==> src/rtl/output_router_pkg.sv <==
// ============================================================================
// Module      : output_router_pkg
// Description : Shared FSM encoding and router geometry helpers.
// Revision    : 1.0
// ============================================================================
`default_nettype none

package output_router_pkg;

   typedef logic [1:0] state_t;

   localparam state_t ST_IDLE  = 2'd0;
   localparam state_t ST_RUN   = 2'd1;
   localparam state_t ST_DRAIN = 2'd2;
   localparam state_t ST_DONE  = 2'd3;

   // Elements packed into one SPAD word.
   function automatic int member_cnt(input int spad_w, input int data_w);
      return (spad_w + data_w - 1) / data_w;
   endfunction

   // SPAD words produced per row of router inputs.
   function automatic int group_cnt(input int router_count, input int member);
      return (router_count + member - 1) / member;
   endfunction

endpackage

`default_nettype wire

==> src/rtl/output_writeback_ctrl.sv <==
// ============================================================================
// Module      : output_writeback_ctrl
// Description : Paces PE result rows into the output router and writes packed words to SPAD.
// Revision    : 1.0
// ============================================================================
`default_nettype none

module output_writeback_ctrl
   import output_router_pkg::*;
#(
   parameter int SPAD_ADDR_WIDTH = 8,
   parameter int SPAD_DATA_WIDTH = 16,
   parameter int ROUTER_COUNT    = 4,
   parameter int DATA_WIDTH      = 8,
   parameter int ROW_CNT_WIDTH   = 8
) (
   input  logic                       i_clk,
   input  logic                       i_rst,
   input  logic                       i_start,
   input  logic [SPAD_ADDR_WIDTH-1:0] i_base_addr,
   input  logic [ROW_CNT_WIDTH-1:0]   i_row_count,
   input  logic                       i_pe_valid,
   output logic                       o_pe_ack,
   output logic                       o_router_en,
   input  logic                       i_router_valid,
   output logic                       o_spad_wr_en,
   output logic [SPAD_ADDR_WIDTH-1:0] o_spad_addr,
   output logic                       o_busy,
   output logic                       o_done,
   output logic                       o_err
);

   localparam int MEMBER_CNT = member_cnt(SPAD_DATA_WIDTH, DATA_WIDTH);
   localparam int GROUP_CNT  = group_cnt(ROUTER_COUNT, MEMBER_CNT);
   localparam int CD_W       = $clog2(GROUP_CNT + 1);
   localparam int WR_W       = ROW_CNT_WIDTH + CD_W;

   localparam logic [CD_W-1:0]            c_cool_init = CD_W'(GROUP_CNT);
   localparam logic [CD_W-1:0]            c_cool_one  = CD_W'(1);
   localparam logic [WR_W-1:0]            c_group_w   = WR_W'(GROUP_CNT);
   localparam logic [ROW_CNT_WIDTH-1:0]   c_row_one   = ROW_CNT_WIDTH'(1);
   localparam logic [SPAD_ADDR_WIDTH-1:0] c_addr_one  = SPAD_ADDR_WIDTH'(1);

   state_t                       r_state;
   logic [ROW_CNT_WIDTH-1:0]     r_rows;
   logic [ROW_CNT_WIDTH-1:0]     r_issued;
   logic [WR_W-1:0]              r_total;
   logic [WR_W-1:0]              r_written;
   logic [CD_W-1:0]              r_cool;
   logic [SPAD_ADDR_WIDTH-1:0]   r_wr_addr;
   logic                         r_err;

   logic                         w_start;
   logic                         w_ack;
   logic                         w_wr;
   logic [WR_W-1:0]              w_written_nxt;

   assign w_start = i_start && (r_state == ST_IDLE);
   assign w_ack   = (r_state == ST_RUN) && i_pe_valid && (r_cool == '0) && (r_issued < r_rows);
   assign w_wr    = ((r_state == ST_RUN) || (r_state == ST_DRAIN)) && i_router_valid
                    && (r_written < r_total);

   // Look at the post-write count so DONE follows the last write by one cycle.
   assign w_written_nxt = r_written + {{(WR_W-1){1'b0}}, w_wr};

   always_ff @(posedge i_clk) begin
      if (i_rst) begin
         r_state   <= ST_IDLE;
         r_rows    <= '0;
         r_issued  <= '0;
         r_total   <= '0;
         r_written <= '0;
         r_cool    <= '0;
         r_wr_addr <= '0;
         r_err     <= 1'b0;
      end else begin
         if (r_cool != '0) begin
            r_cool <= r_cool - c_cool_one;
         end
         if (i_router_valid && !w_wr) begin
            r_err <= 1'b1;
         end
         if (w_wr) begin
            r_wr_addr <= r_wr_addr + c_addr_one;
            r_written <= w_written_nxt;
         end

         case (r_state)
            ST_IDLE: begin
               if (w_start) begin
                  r_rows    <= i_row_count;
                  r_total   <= WR_W'(i_row_count) * c_group_w;
                  r_wr_addr <= i_base_addr;
                  r_issued  <= '0;
                  r_written <= '0;
                  r_cool    <= '0;
                  r_err     <= 1'b0;
                  r_state   <= (i_row_count != '0) ? ST_RUN : ST_DRAIN;
               end
            end
            ST_RUN: begin
               if (w_ack) begin
                  r_issued <= r_issued + c_row_one;
                  r_cool   <= c_cool_init;
                  if ((r_issued + c_row_one) == r_rows) begin
                     r_state <= ST_DRAIN;
                  end
               end
            end
            ST_DRAIN: begin
               if (w_written_nxt == r_total) begin
                  r_state <= ST_DONE;
               end
            end
            default: begin
               r_state <= ST_IDLE;
            end
         endcase
      end
   end

   assign o_pe_ack     = w_ack;
   assign o_router_en  = w_ack;
   assign o_spad_wr_en = w_wr;
   assign o_spad_addr  = r_wr_addr;
   assign o_busy       = (r_state != ST_IDLE);
   assign o_done       = (r_state == ST_DONE);
   assign o_err        = r_err;

endmodule

`default_nettype wire

==> config.mk <==
export PLATFORM = sky130hd
export DESIGN_NAME = output_writeback_ctrl
export DESIGN_NICKNAME = d
export VERILOG_FILES = /design/src/rtl/output_router_pkg.sv /design/src/rtl/output_writeback_ctrl.sv
export SDC_FILE = /design/constraint.sdc
export NUM_CORES = 1
export LEC_CHECK = 0
export BUFFER_PORTS_ARGS = -buffer_cell sky130_fd_sc_hd__buf_2
export CAP_MARGIN = 30
export CORE_MARGIN = 2
export CORE_UTILIZATION = 35
export CTS_CLUSTER_DIAMETER = 60
export CTS_CLUSTER_SIZE = 14
export DETAILED_ROUTE_END_ITERATION = 8
export PLACE_DENSITY_LB_ADDON = 0.3
export SYNTH_ARGS = -nofsm -noshare
export SYNTH_HDL_FRONTEND = slang
export SYNTH_SLANG_ARGS = --single-unit
==> constraint.sdc <==
create_clock -name i_clk -period 4.4 [get_ports i_clk]
set_clock_uncertainty 0.2 [all_clocks]
set_input_delay 0.88 -clock i_clk [delete_from_list [all_inputs] [get_ports i_clk]]
set_output_delay 0.88 -clock i_clk [all_outputs]
set_load 0.02 [all_outputs]
### Word level (Yosys, flattened, before mapping)

Index checks and enable logic that the tools add are counted.

* mux-type cells: 22
* equality and inequality tests: 9
* order comparisons: 2
* reduce and logical (&&, ||, !) cells: 18
* $add $sub $neg: 4

Operators with widths (count)
* 2-to-1 mux 8 bit: 5
* 2-to-1 mux 10 bit: 3
* adder 8 x 1 -> 8 bit (second input constant): 2
* 2-to-1 mux 2 bit: 8
* case mux 8 bit (2 select lines): 1
* adder 10 x 1 -> 10 bit: 1
* equality test 10 x 9 -> 1 bit: 1
* < comparator 10 x 9 -> 1 bit: 1
* equality test 8 bit: 1
* < comparator 8 bit: 1
* nonzero test 8 bit: 1
* logical AND 1 bit: 7
* case mux 2 bit (3 select lines): 1
* nonzero test 2 bit: 3
* equality test 2 bit (second input constant): 2
* zero test 2 bit: 2
* inequality test 2 x 1 -> 1 bit (second input constant): 2
* inequality test 2 bit (second input constant): 2
* case mux 2 bit (2 select lines): 1
* AND reduction 4 bit: 1
* 2-to-1 mux 1 bit: 3
* AND reduction 3 bit: 1
* equality test 2 x 1 -> 1 bit (second input constant): 1
* AND reduction 2 bit: 1
* other kinds (3): 3

* register bits: 39
* output and inout port bits: 14
* logic and storage cells: 62

### Depth between registers and ports, before layout

* depth in word-level cells: 9
* mapped depth: 16
* mapped depth without buffers: 16

### Least setup slack after synthesis

No wires, ideal clock.

* kind: register to register
* from: reg r_total[7]
* to: reg r_state[1]
* path buffers: 0
* stages on the path, launching flop included: 17
* arrival: 3.510 ns
* clock period less this slack: 3.780 ns
* slack: 0.620 ns
* path through: dfxtp_1 inv_1 ha_1 a21o_1 a2111oi_2 o21ai_1 a21o_1 inv_2 ha_1 ha_1 nand3_2 nor2_1 xnor2_1 nor4_2 a31oi_1 or4_1 a21oi_1

* cells in the longest elaborated chain, start to end: 6
* elaborated cells on any way between the ends: 11
* classes of those cells: add/sub: 1; order compare: 2; eq/ne: 5; reduce/logical: 3

Ends and longest elaborated chain
* start: declaration: line output_writeback_ctrl.sv:47 `logic [WR_W-1:0] r_total;`
* start signal: assignment: line output_writeback_ctrl.sv:92 `r_total <= WR_W'(i_row_count) * c_group_w;`
* < comparator 10 x 9 -> 1 bit: line output_writeback_ctrl.sv:61 `&& (r_written < r_total);`
* logical AND 1 bit: line output_writeback_ctrl.sv:61
* net o_spad_wr_en: line output_writeback_ctrl.sv:26 `output logic o_spad_wr_en,`
* adder 10 x 1 -> 10 bit: line output_writeback_ctrl.sv:64 `assign w_written_nxt = r_written + {{(WR_W-1){1'b0}}, w_wr};`
* equality test 10 x 9 -> 1 bit: line output_writeback_ctrl.sv:111 `if (w_written_nxt == r_total) begin`
* inequality test 2 x 1 -> 1 bit (no line)
* AND reduction 4 bit (no line)
* end signal: assignment: line output_writeback_ctrl.sv:98 `r_state <= (i_row_count != '0) ? ST_RUN : ST_DRAIN;`
* end: declaration: line output_writeback_ctrl.sv:44 `state_t r_state;`

The timed path passes the listed nets, and every way through them passes these cells.
A chain may end at the register's enable or synchronous reset.

### Final worst setup path

* from: reg r_total[7]
* to: reg r_state[1]

* cells in the longest elaborated chain, start to end: 6
* elaborated cells on any way between the ends: 11
* classes of those cells: add/sub: 1; order compare: 2; eq/ne: 5; reduce/logical: 3

Ends and longest elaborated chain (line)
* < comparator 10 x 9 -> 1 bit: output_writeback_ctrl.sv:61
* logical AND 1 bit: output_writeback_ctrl.sv:61
* adder 10 x 1 -> 10 bit: output_writeback_ctrl.sv:64
* equality test 10 x 9 -> 1 bit: output_writeback_ctrl.sv:111
* inequality test 2 x 1 -> 1 bit (no line)
* AND reduction 4 bit (no line) *

Every way passes the cells marked *; elsewhere a longest branch is shown, timed or not.

==> results.tsv <==
metric	value	unit
status	completed	
share of async-settable or async-resettable flops after synthesis	0	%
hold buffers post-CTS	0	
CP Capture Type	register	
die span in y	89.67	um
hold_sp	r_cool[0]	
proportion of layout cells with a drive suffix above 1	15.58	%
critical path launch point	r_total[7]	
design area	2903	um2
initial core utilization	35.80	%
Placed Area	2830	um2
#FFs+latches synth	39	
VDD IR-drop max	0.2482	mV
actual slew at the worst max-slew pin	0.5700	ns
Final Setup Violations	0	
Fin Setup TNS	0	ns
relative slew slack	61.75	%
min cycle time layout	4.033	ns
Std-Cell Rows	31	
total gr overflow	0	
switch share	42.19	%
Ys Warns	0	
final count of hold timing violations	0	
Syn-to-layout area delta	13.01	%
Post-CTS Setup Repair Bufs	0	
Core Area	7176	um2
Mapped Avg Cell Area	7.953	um2
placed cells	446	
DR vias/cell	5.100	
die width	89.67	um
Fillers	752	
Final Core Density	40.45	%
depth of the CTS H-tree	2	
synthesized area	2569	um2
Layout Cells excl Fill	452	
Clock Latency Late Sink	0.29	ns
Final Max Slew Viols	0	
pin count of the biggest net entering global routing	31	
sequential-to-total area share from yosys stat	30.39	%
WP data arrival	4.05	ns
r2r setup slk	0.37	ns
Logic pwr share	44.6	%
Final nets	399	
# port buffers	34	
CP Launch Type	register	
Worst EP required	4.42	ns
sequential cell area	780.7	um2
Syn Nets	368	
cell area power density	431.9	nW/um2
global-route wire length before repair	10.54	mm
leakage	1.113	nW
Top FF cell, synth	dfxtp_1	
Post-synth EDFFs	0	
NetSw	0.0005289	W
RSZ-0062 raised after global routing	false	
first-pass detailed-route iteration total	4	
P_int	0.0007247	W
worst hold-check path type	register to register	
Reg-to-Reg Start	r_total[7]	
clock sinks	39	
PostCTS Resize Cnt	0	
Placer Congestion	0.8110	
Total Routing Usage GR	16.91	%
final WL	6.176	mm
clk root buf	clkbuf_8	
number of antenna diodes	0	
Post-DP HPWL	4.690	mm
worst setup margin	0.3673	ns
clock tree from TritonCTS	done	
crit-path max FO	5	
Max Clk Rate	248.0	MHz
CTS clk-pin slew, worst paths	0.08	ns
clock network fraction of total power	17.9	%
Synth cell types	49	
drt initial violations	114	
Routed Antenna Nets	0	
Wirelength per Cell	13.66	um
routed vias	2305	
max cap viols	0	
Cells after Synth	323	
die area	8041	um2
DRC Markers	0	
post-place setup slack	0.3479	ns
multi-input logic area	1677	um2
initial antenna violation count	0	
number of CTS-inserted buffers	5	
Setup Crit Path Kind	register to register	
Max clock buf depth	2	
IO Pins	35	
vias in the first global route	2237	
sequential power share	37.5	%
ratio of final minimum period to clock period	91.65	%
per-stage QoR:
| step | total power, W | hold slack (ns) |
|---|---|---|
| 4_1_cts | 0.001269 | 0.2536 |
| 3_3_place_gp | 0.001027 | 0.2350 |
| 3_5_place_dp | 0.001038 | 0.2433 |
| 5_1_grt | 0.001360 | 0.2858 |
| 6_report | 0.001254 | 0.2528 |
| 2_1_floorplan | 0.0008711 | 0.2222 |
routing by layer:
| metal | vias to the layer above | wire, um | track usage (%) |
|---|---|---|---|
| met3 | 10 | 264 | 3.656 |
| met1 | 1064 | 2965 | 22.76 |
| li1 | 1185 | - | - |
| met2 | 46 | 2862 | 27.34 |
| met5 | - | 0 | 0 |
| met4 | 0 | 82 | 4.749 |
cell families after synthesis:
logic type      after synthesis  synth area share, %
fa+ha+maj                    24                11.69
simple gates                132                25.91
flops                        39                30.39
xor+xnor                     34                11.59
compound gates               65                15.64
mux                           1               0.4384
buf+inv                      28                4.334
worst paths after layout:
kind                              endpoint  cells after the start
worst min register to register   r_cool[0]                      1
worst min-delay path             r_cool[0]                      1
worst max-delay path            r_state[1]                     16
worst max register to register  r_state[1]                     16
area by class of cell:
cell class / count / area share (%)
repair buffers: 37 / 6.638
clock buffers: 6 / 2.500
multi-input cells: 256 / 57.76
well taps: 99 / 4.267
flip-flops and latches: 39 / 26.90
inverters: 15 / 1.940
critical path: stages (launching register included):
cell	delay, ns
dfxtp_1	0.42
inv_1	0.10
ha_1	0.31
a21o_1	0.20
a2111oi_2	0.35
o21ai_1	0.12
a21o_1	0.19
inv_2	0.05
ha_1	0.15
ha_1	0.22
nand3_2	0.13
nor2_1	0.20
xnor2_1	0.12
nor4_2	0.34
a31oi_1	0.19
or4_1	0.53
a21oi_1	0.15
Yosys cell counts, drive strengths merged, types with 2 or more instances:
library cell | count | area, um2
a31oi | 4 | 25.02
a21oi | 26 | 130.1
dfxtp | 39 | 780.8
nor2 | 38 | 142.6
a311oi | 2 | 17.52
nand2b | 4 | 25.02
inv | 15 | 56.30
a21o | 4 | 30.03
clkbuf | 10 | 38.78
and2 | 2 | 12.51
o21ai | 12 | 60.06
ha | 24 | 300.3
buf | 3 | 16.26
or3b | 2 | 17.52
xnor2 | 25 | 219.0
o211ai | 3 | 22.52
xor2 | 9 | 78.83
and4 | 2 | 17.52
or4 | 2 | 15.01
nor3 | 5 | 30.03
or3 | 4 | 25.02
nor2b | 4 | 25.02
nor4 | 7 | 68.82
nand4 | 4 | 25.02
nand3 | 9 | 50.05
a211oi | 7 | 52.55
nand2 | 43 | 161.4
power by group through the flow:
stage	logic (W)	clock network, W	registers [W]
after floorplan	0.000383	0	0.000488
after global placement	0.000551	0	0.000475
after detailed placement	0.000561	0	0.000477
after CTS	0.000566	0.000234	0.000470
after global routing	0.000635	0.000246	0.000479
final	0.000559	0.000225	0.000470
registers in the layout (all words and copies together) (netlist names):
name	flops
o_err	1
r_written	10
o_spad_addr	8
r_cool	2
r_total	8
r_issued	8
r_state	2
layout by cell type (no fill, tap or decap), types with 5 or more instances in the layout:
cell / instances
inv_1: 14
xor2_1: 9
a21oi_1: 26
buf_2: 34
clkbuf_8: 5
nand3_1: 8
ha_1: 24
xnor2_1: 25
nand2_1: 43
o21ai_0: 10
nor2_1: 38
dfxtp_1: 39
a211oi_1: 7
(Power assumes the default switching activity.)
